<file path="config.mk">
export PLATFORM = sky130hd
export DESIGN_NAME = difftest_commit_sched
export DESIGN_NICKNAME = d
export VERILOG_FILES = /design/src/rtl/difftest_pkg.sv /design/src/rtl/difftest_commit_fifo.sv /design/src/rtl/difftest_commit_sched.sv
export SDC_FILE = /design/constraint.sdc
export NUM_CORES = 2
export LEC_CHECK = 0
export BUFFER_PORTS_ARGS = -buffer_cell sky130_fd_sc_hd__buf_2
export CAP_MARGIN = 20
export CORE_MARGIN = 2
export CORE_UTILIZATION = 44
export DETAILED_ROUTE_END_ITERATION = 16
export GPL_ROUTABILITY_DRIVEN = 0
export HOLD_SLACK_MARGIN = 0.15
export PLACE_DENSITY_LB_ADDON = 0.05
export SYNTH_ARGS = -nofsm -noshare
export SYNTH_HDL_FRONTEND = slang
export SYNTH_HIERARCHICAL = 1
export SYNTH_SLANG_ARGS = --single-unit
</file>
<file path="constraint.sdc">
create_clock -name clock -period 14.24 [get_ports clock]
set_input_delay 2.848 -clock clock [delete_from_list [all_inputs] [get_ports clock]]
set_output_delay 2.848 -clock clock [all_outputs]
set_load 0.05 [all_outputs]
</file>
<file path="src/rtl/difftest_pkg.sv">
// Shared types for the difftest commit scheduler: commit record, FSM states
// and the commit-bit popcount helper.
package difftest_pkg;

  localparam int unsigned MAX_PORTS = 4;
  localparam int unsigned KCNT_W    = 3;

  typedef struct packed {
    logic        commit;
    logic [63:0] pc;
    logic [31:0] instr;
    logic        rf_wen;
    logic [4:0]  wdest;
    logic [63:0] wdata;
  } difftest_info_t;

  typedef enum logic [1:0] {
    RUN,
    DRAIN,
    DONE
  } sched_state_e;

  function automatic logic [KCNT_W-1:0] popcount_commit(input logic [MAX_PORTS-1:0] v);
    logic [KCNT_W-1:0] n;
    n = '0;
    for (int i = 0; i < int'(MAX_PORTS); i++) begin
      n = n + KCNT_W'(v[i]);
    end
    return n;
  endfunction

endpackage

</file>
<file path="src/rtl/difftest_commit_fifo.sv">
// Circular buffer accepting up to NR_COMMIT_PORTS contiguous writes per cycle
// and one read; the head entry is presented combinationally.
module difftest_commit_fifo
  import difftest_pkg::*;
#(
  parameter int unsigned NR_COMMIT_PORTS = 2,
  parameter int unsigned DEPTH           = 16,
  localparam int unsigned CNT_W          = $clog2(DEPTH + 1)
) (
  input  logic                       clk_i,
  input  logic                       rst_i,
  input  logic [NR_COMMIT_PORTS-1:0] wr_en_i,
  input  difftest_info_t             wr_data_i [NR_COMMIT_PORTS],
  input  logic                       rd_en_i,
  output difftest_info_t             rd_data_o,
  output logic [CNT_W-1:0]           count_o
);

  localparam int unsigned PTR_W = $clog2(DEPTH);

  difftest_info_t     mem [DEPTH];
  logic [PTR_W-1:0]   wr_ptr_q, wr_ptr_d;
  logic [PTR_W-1:0]   rd_ptr_q, rd_ptr_d;
  logic [CNT_W-1:0]   count_q, count_d;
  logic [KCNT_W-1:0]  nwr;

  // Writes are packed from lane 0 upwards, so the lane count is the advance.
  assign nwr = popcount_commit(MAX_PORTS'(wr_en_i));

  always_comb begin
    wr_ptr_d = wr_ptr_q + PTR_W'(nwr);
    rd_ptr_d = rd_ptr_q + PTR_W'(rd_en_i);
    count_d  = count_q + CNT_W'(nwr) - CNT_W'(rd_en_i);
  end

  always_ff @(posedge clk_i or posedge rst_i) begin
    if (rst_i) begin
      wr_ptr_q <= '0;
      rd_ptr_q <= '0;
      count_q  <= '0;
    end else begin
      wr_ptr_q <= wr_ptr_d;
      rd_ptr_q <= rd_ptr_d;
      count_q  <= count_d;
    end
  end

  always_ff @(posedge clk_i) begin
    for (int j = 0; j < int'(NR_COMMIT_PORTS); j++) begin
      if (wr_en_i[j]) begin
        mem[wr_ptr_q + PTR_W'(j)] <= wr_data_i[j];
      end
    end
  end

  assign rd_data_o = mem[rd_ptr_q];
  assign count_o   = count_q;

endmodule

</file>
<file path="src/rtl/difftest_commit_sched.sv">
// Compacts per-cycle commit slots into an in-order FIFO, drains it to the
// difftest checker and runs the halt/drain/done sequence.
module difftest_commit_sched
  import difftest_pkg::*;
#(
  parameter int unsigned NR_COMMIT_PORTS = 2,
  parameter int unsigned DEPTH           = 16
) (
  input  logic           clock,
  input  logic           reset,
  input  difftest_info_t diff_info [NR_COMMIT_PORTS],
  output logic           in_ready,
  input  logic           halt_req,
  output logic           out_valid,
  output difftest_info_t out_info,
  input  logic           out_ready,
  output logic [63:0]    commit_cnt,
  output logic           overflow,
  output logic           done
);

  localparam int unsigned CNT_W = $clog2(DEPTH + 1);

  sched_state_e               state_q, state_d;
  logic                       in_ready_q, done_q, overflow_q, overflow_d;
  logic [63:0]                commit_cnt_q, commit_cnt_d;
  logic [MAX_PORTS-1:0]       commit_vec;
  logic [KCNT_W-1:0]          k;
  logic [KCNT_W-1:0]          ofs [NR_COMMIT_PORTS];
  logic [CNT_W-1:0]           count, count_d, free;
  logic                       accept, pop;
  logic [NR_COMMIT_PORTS-1:0] wr_en;
  difftest_info_t             wr_data [NR_COMMIT_PORTS];
  difftest_info_t             head;

  // Prefix sum: a valid port lands at offset = number of valid ports below it.
  always_comb begin
    logic [KCNT_W-1:0] run;
    run        = '0;
    commit_vec = '0;
    for (int i = 0; i < int'(NR_COMMIT_PORTS); i++) begin
      commit_vec[i] = diff_info[i].commit;
      ofs[i]        = run;
      run           = run + KCNT_W'(diff_info[i].commit);
    end
  end

  assign k      = popcount_commit(commit_vec);
  assign free   = CNT_W'(DEPTH) - count;
  assign accept = (state_q == RUN) && (k != '0) && (free >= CNT_W'(k));

  always_comb begin
    wr_en = '0;
    for (int j = 0; j < int'(NR_COMMIT_PORTS); j++) begin
      wr_data[j] = '0;
      for (int i = 0; i < int'(NR_COMMIT_PORTS); i++) begin
        if (diff_info[i].commit && (ofs[i] == KCNT_W'(j))) begin
          wr_en[j]   = accept;
          wr_data[j] = diff_info[i];
        end
      end
    end
  end

  difftest_commit_fifo #(
    .NR_COMMIT_PORTS(NR_COMMIT_PORTS),
    .DEPTH          (DEPTH)
  ) u_fifo (
    .clk_i    (clock),
    .rst_i    (reset),
    .wr_en_i  (wr_en),
    .wr_data_i(wr_data),
    .rd_en_i  (pop),
    .rd_data_o(head),
    .count_o  (count)
  );

  assign out_valid = (count != '0) && (state_q != DONE);
  assign out_info  = out_valid ? head : '0;
  assign pop       = out_valid && out_ready;

  always_comb begin
    state_d      = state_q;
    overflow_d   = overflow_q;
    commit_cnt_d = commit_cnt_q + 64'(pop);
    count_d      = count - CNT_W'(pop);
    if (accept) begin
      count_d = count_d + CNT_W'(k);
    end
    // Any commit that is not accepted is lost to the checker.
    if ((k != '0) && !accept) begin
      overflow_d = 1'b1;
    end
    unique case (state_q)
      RUN:     if (halt_req) state_d = DRAIN;
      DRAIN:   if ((count == '0) || ((count == CNT_W'(1)) && pop)) state_d = DONE;
      DONE:    state_d = DONE;
      default: state_d = RUN;
    endcase
  end

  always_ff @(posedge clock or posedge reset) begin
    if (reset) begin
      state_q      <= RUN;
      in_ready_q   <= 1'b1;
      done_q       <= 1'b0;
      overflow_q   <= 1'b0;
      commit_cnt_q <= '0;
    end else begin
      state_q      <= state_d;
      in_ready_q   <= (state_d == RUN) && ((CNT_W'(DEPTH) - count_d) >= CNT_W'(NR_COMMIT_PORTS));
      done_q       <= (state_d == DONE);
      overflow_q   <= overflow_d;
      commit_cnt_q <= commit_cnt_d;
    end
  end

  assign in_ready   = in_ready_q;
  assign done       = done_q;
  assign overflow   = overflow_q;
  assign commit_cnt = commit_cnt_q;

endmodule

</file>
==> flow_summary.json <==
{
  "status": "finished, final reports clean",
  "ys_seq_area_share_pct": 57.4,
  "synthTopCellsByArea": "edfxtp_1 (56%), mux2_2 (19%), mux4_2 (5.2%)",
  "clk_pin_slew_ps": 60,
  "clock.fmax_mhz": 114,
  "avgSynthCellArea_sq_um": 15.7,
  "r2r-end": "u_fifo/mem[1][84]",
  "grt_pass1_wl_um": 682000,
  "drt-pass1-iter-count": 5,
  "synth_nets": 9519,
  "crit_type": "in2reg",
  "setup_viol": 0,
  "yosys.area.top_type": "edfxtp_1",
  "placed_cell_area_sq_um": 149000,
  "drv_cap": 0,
  "finalCriticalPeriod_ps": 8740,
  "setup_tns_ps": 0,
  "cts_root_buffer": "clkbuf_16",
  "synth_area_sq_um": 143000,
  "synth_top_area_share_pct": 56.0,
  "ir_worst_vdd_uv": 217,
  "hold_path_class": "reg2reg",
  "avgViaCountPerCell": 6.29,
  "drtIter0Drc": 7929,
  "startpoint_type": "input pin",
  "io-pin-count": 573,
  "fillCellCount": 28000,
  "drv_slew": 0,
  "ant_nets": 0,
  "post-route-period-util_pct": 61.4,
  "grt_pass1_vias": 88800,
  "initial_utilization_pct": 44.2,
  "numCtsBuffers": 321,
  "hold_viol_final": 0,
  "num_rows": 209,
  "finalInstanceArea_sq_um": 159000,
  "cpPeakStageDelay_ps": 960,
  "path_cells": "buf_2 > ha_4 > inv_1 > ha_1 > nand2b_1 > a21oi_1 > a31oi_2 > and2_1 > nor2b_2 > nor2b_1 > nand2_4 > buf_4 > buf_4 > buf_4 > mux2_2",
  "grt_remaining_overflow": 0,
  "cp.arrival_ps": 9390,
  "io_buffers": 572,
  "cp-end-kind": "flip-flop",
  "coreArea_sq_um": 324000,
  "synth_seq_cells": 2754,
  "hold_buffers": 0,
  "fin_nets": 9585,
  "fin_skew_ps": 32.8,
  "leakage_uw": 0.0563,
  "powerDensity_nw_per_um2": 175,
  "vias": 86800,
  "die_area_sq_um": 330000,
  "wl_um": 483000,
  "rsz0062_at_grt": "no",
  "required_ps": 14880,
  "slowest_stage": "buf_4",
  "cts.sinks": 2754,
  "hold_path_depth": 1,
  "rrSetupSlack_ps": 7440,
  "slew-limit-headroom_pct": 13.5,
  "synth_ff_type": "edfxtp_1",
  "r2r_start": "u_fifo/count_o[0]",
  "area_growth_syn_to_layout_pct": 10.6,
  "synthTopCellsByCount": "edfxtp_1 (2672), mux2_2 (2461), mux2i_1 (670)",
  "grt_use_total_pct": 28.6,
  "ys_types": 76,
  "synth_cells": 9149,
  "synth-edff-count": 2672,
  "clockBufferDepth": 4,
  "synthArstFlopShare_pct": 2.98,
  "die_y_um": 575,
  "tightest_slew_ps": 1300,
  "drcViolationCount": 0,
  "post-cts-setup-buffer-count": 0,
  "yosysMostFrequentCell": "edfxtp_1",
  "critical_path.max_fanout": 55,
  "wl_per_cell_um": 35.0,
  "synth_warnings": 6,
  "die_x_um": 575,
  "cp_common_cell": "buf_4",
  "clock_latency_ps": 920,
  "drive_gt1_share_pct": 42.4,
  "hpwl_um": 244000,
  "htreeDepth": 5,
  "r2r_cells": 16,
  "hp-start": "commit_cnt[63]",
  "grt_max_degree": 147,
  "antenna_found_initial": 43,
  "worstHoldEndpoint": "commit_cnt[63]",
  "tritoncts": "built",
  "cts_resized": 0
}
[metrics by stage]
stage                     std cells  setup slack, ps  utilization, %  total power [uW]  hold WS, ps
after floorplan                9149             1390               -             16900          461
after global placement        13200             4530            45.9             20100          452
after detailed placement      13200             4580            45.9             20100          468
after CTS                     13800             5570            48.9             28000          475
after global routing          13800             5320            48.9             28800          490
final                         13800             5500            48.9             27800          469
[sequential cells by signal, summed over array words and instances, names as in the netlist, 2 cells and up]
register,count
commit_cnt,64
u_fifo/rd_ptr_q,4
u_fifo/count_o,5
u_fifo/wr_ptr_q,4
u_fifo/mem,2672
state_q,2
[how the worst max path moves through the flow]
stage	start	to
after CTS	diff_info[166]	u_fifo/mem[1][84]
after floorplan	diff_info[166]	u_fifo/mem[12][0]
after detailed placement	diff_info[166]	u_fifo/mem[1][95]
after global placement	diff_info[166]	u_fifo/mem[1][79]
final	diff_info[333]	u_fifo/mem[1][84]
after global routing	diff_info[166]	u_fifo/mem[1][84]
[critical path, delay by kind of cell]
family / cells / cell delay, ps
simple gates: 5 / 1450
fa+ha+maj: 2 / 990
compound gates: 2 / 590
buf+inv: 5 / 2890
mux: 1 / 420
[placed cells by master (no fill, tap or decap), types with 123 or more instances in the layout]
master / instances
buf_2: 572
nand2_1: 208
mux2_2: 2461
mux2_1: 212
o21ai_0: 173
a22o_1: 165
a22oi_1: 167
and2_1: 345
mux4_2: 334
clkbuf_16: 327
a221oi_1: 334
buf_4: 123
mux2i_1: 670
edfxtp_1: 2672
[layer usage]
layer / vias up / track usage, % / wire, um
met3: 673 / 3.21 / 25900
met4: 10 / 7.27 / 11700
li1: 36400 / - / -
met2: 3063 / 47.9 / 236000
met1: 46700 / 39.6 / 209000
met5: - / 0 / 72
[power by group]
| part | internal [uW] | switching, uW |
|---|---|---|
| Sequential | 9220 | 196 |
| Clock | 4450 | 3400 |
| Combinational | 3430 | 7110 |
| Total | 17100 | 10700 |
[cell type report]
cell class | instances | area [sq um] | share of cell area [%]
repair buffers | 734 | 4580 | 2.89
diodes | 16 | 40.0 | 0.0252
well taps | 4325 | 5410 | 3.41
clock buffers | 413 | 8530 | 5.38
multi-input cells | 5368 | 56400 | 35.6
flip-flops and latches | 2754 | 82300 | 51.9
inverters | 36 | 143 | 0.0899
clock inverters | 162 | 1170 | 0.739
[logic make-up after synthesis]
group           Yosys count  share of synthesized area (%)
compound gates          868                           4.69
buf+inv                1027                           3.47
xor+xnor                 78                          0.482
mux                    3677                           30.9
fa+ha+maj                32                          0.295
simple gates            713                           2.75
flops                  2754                           57.4
(Power assumes the default switching activity.)
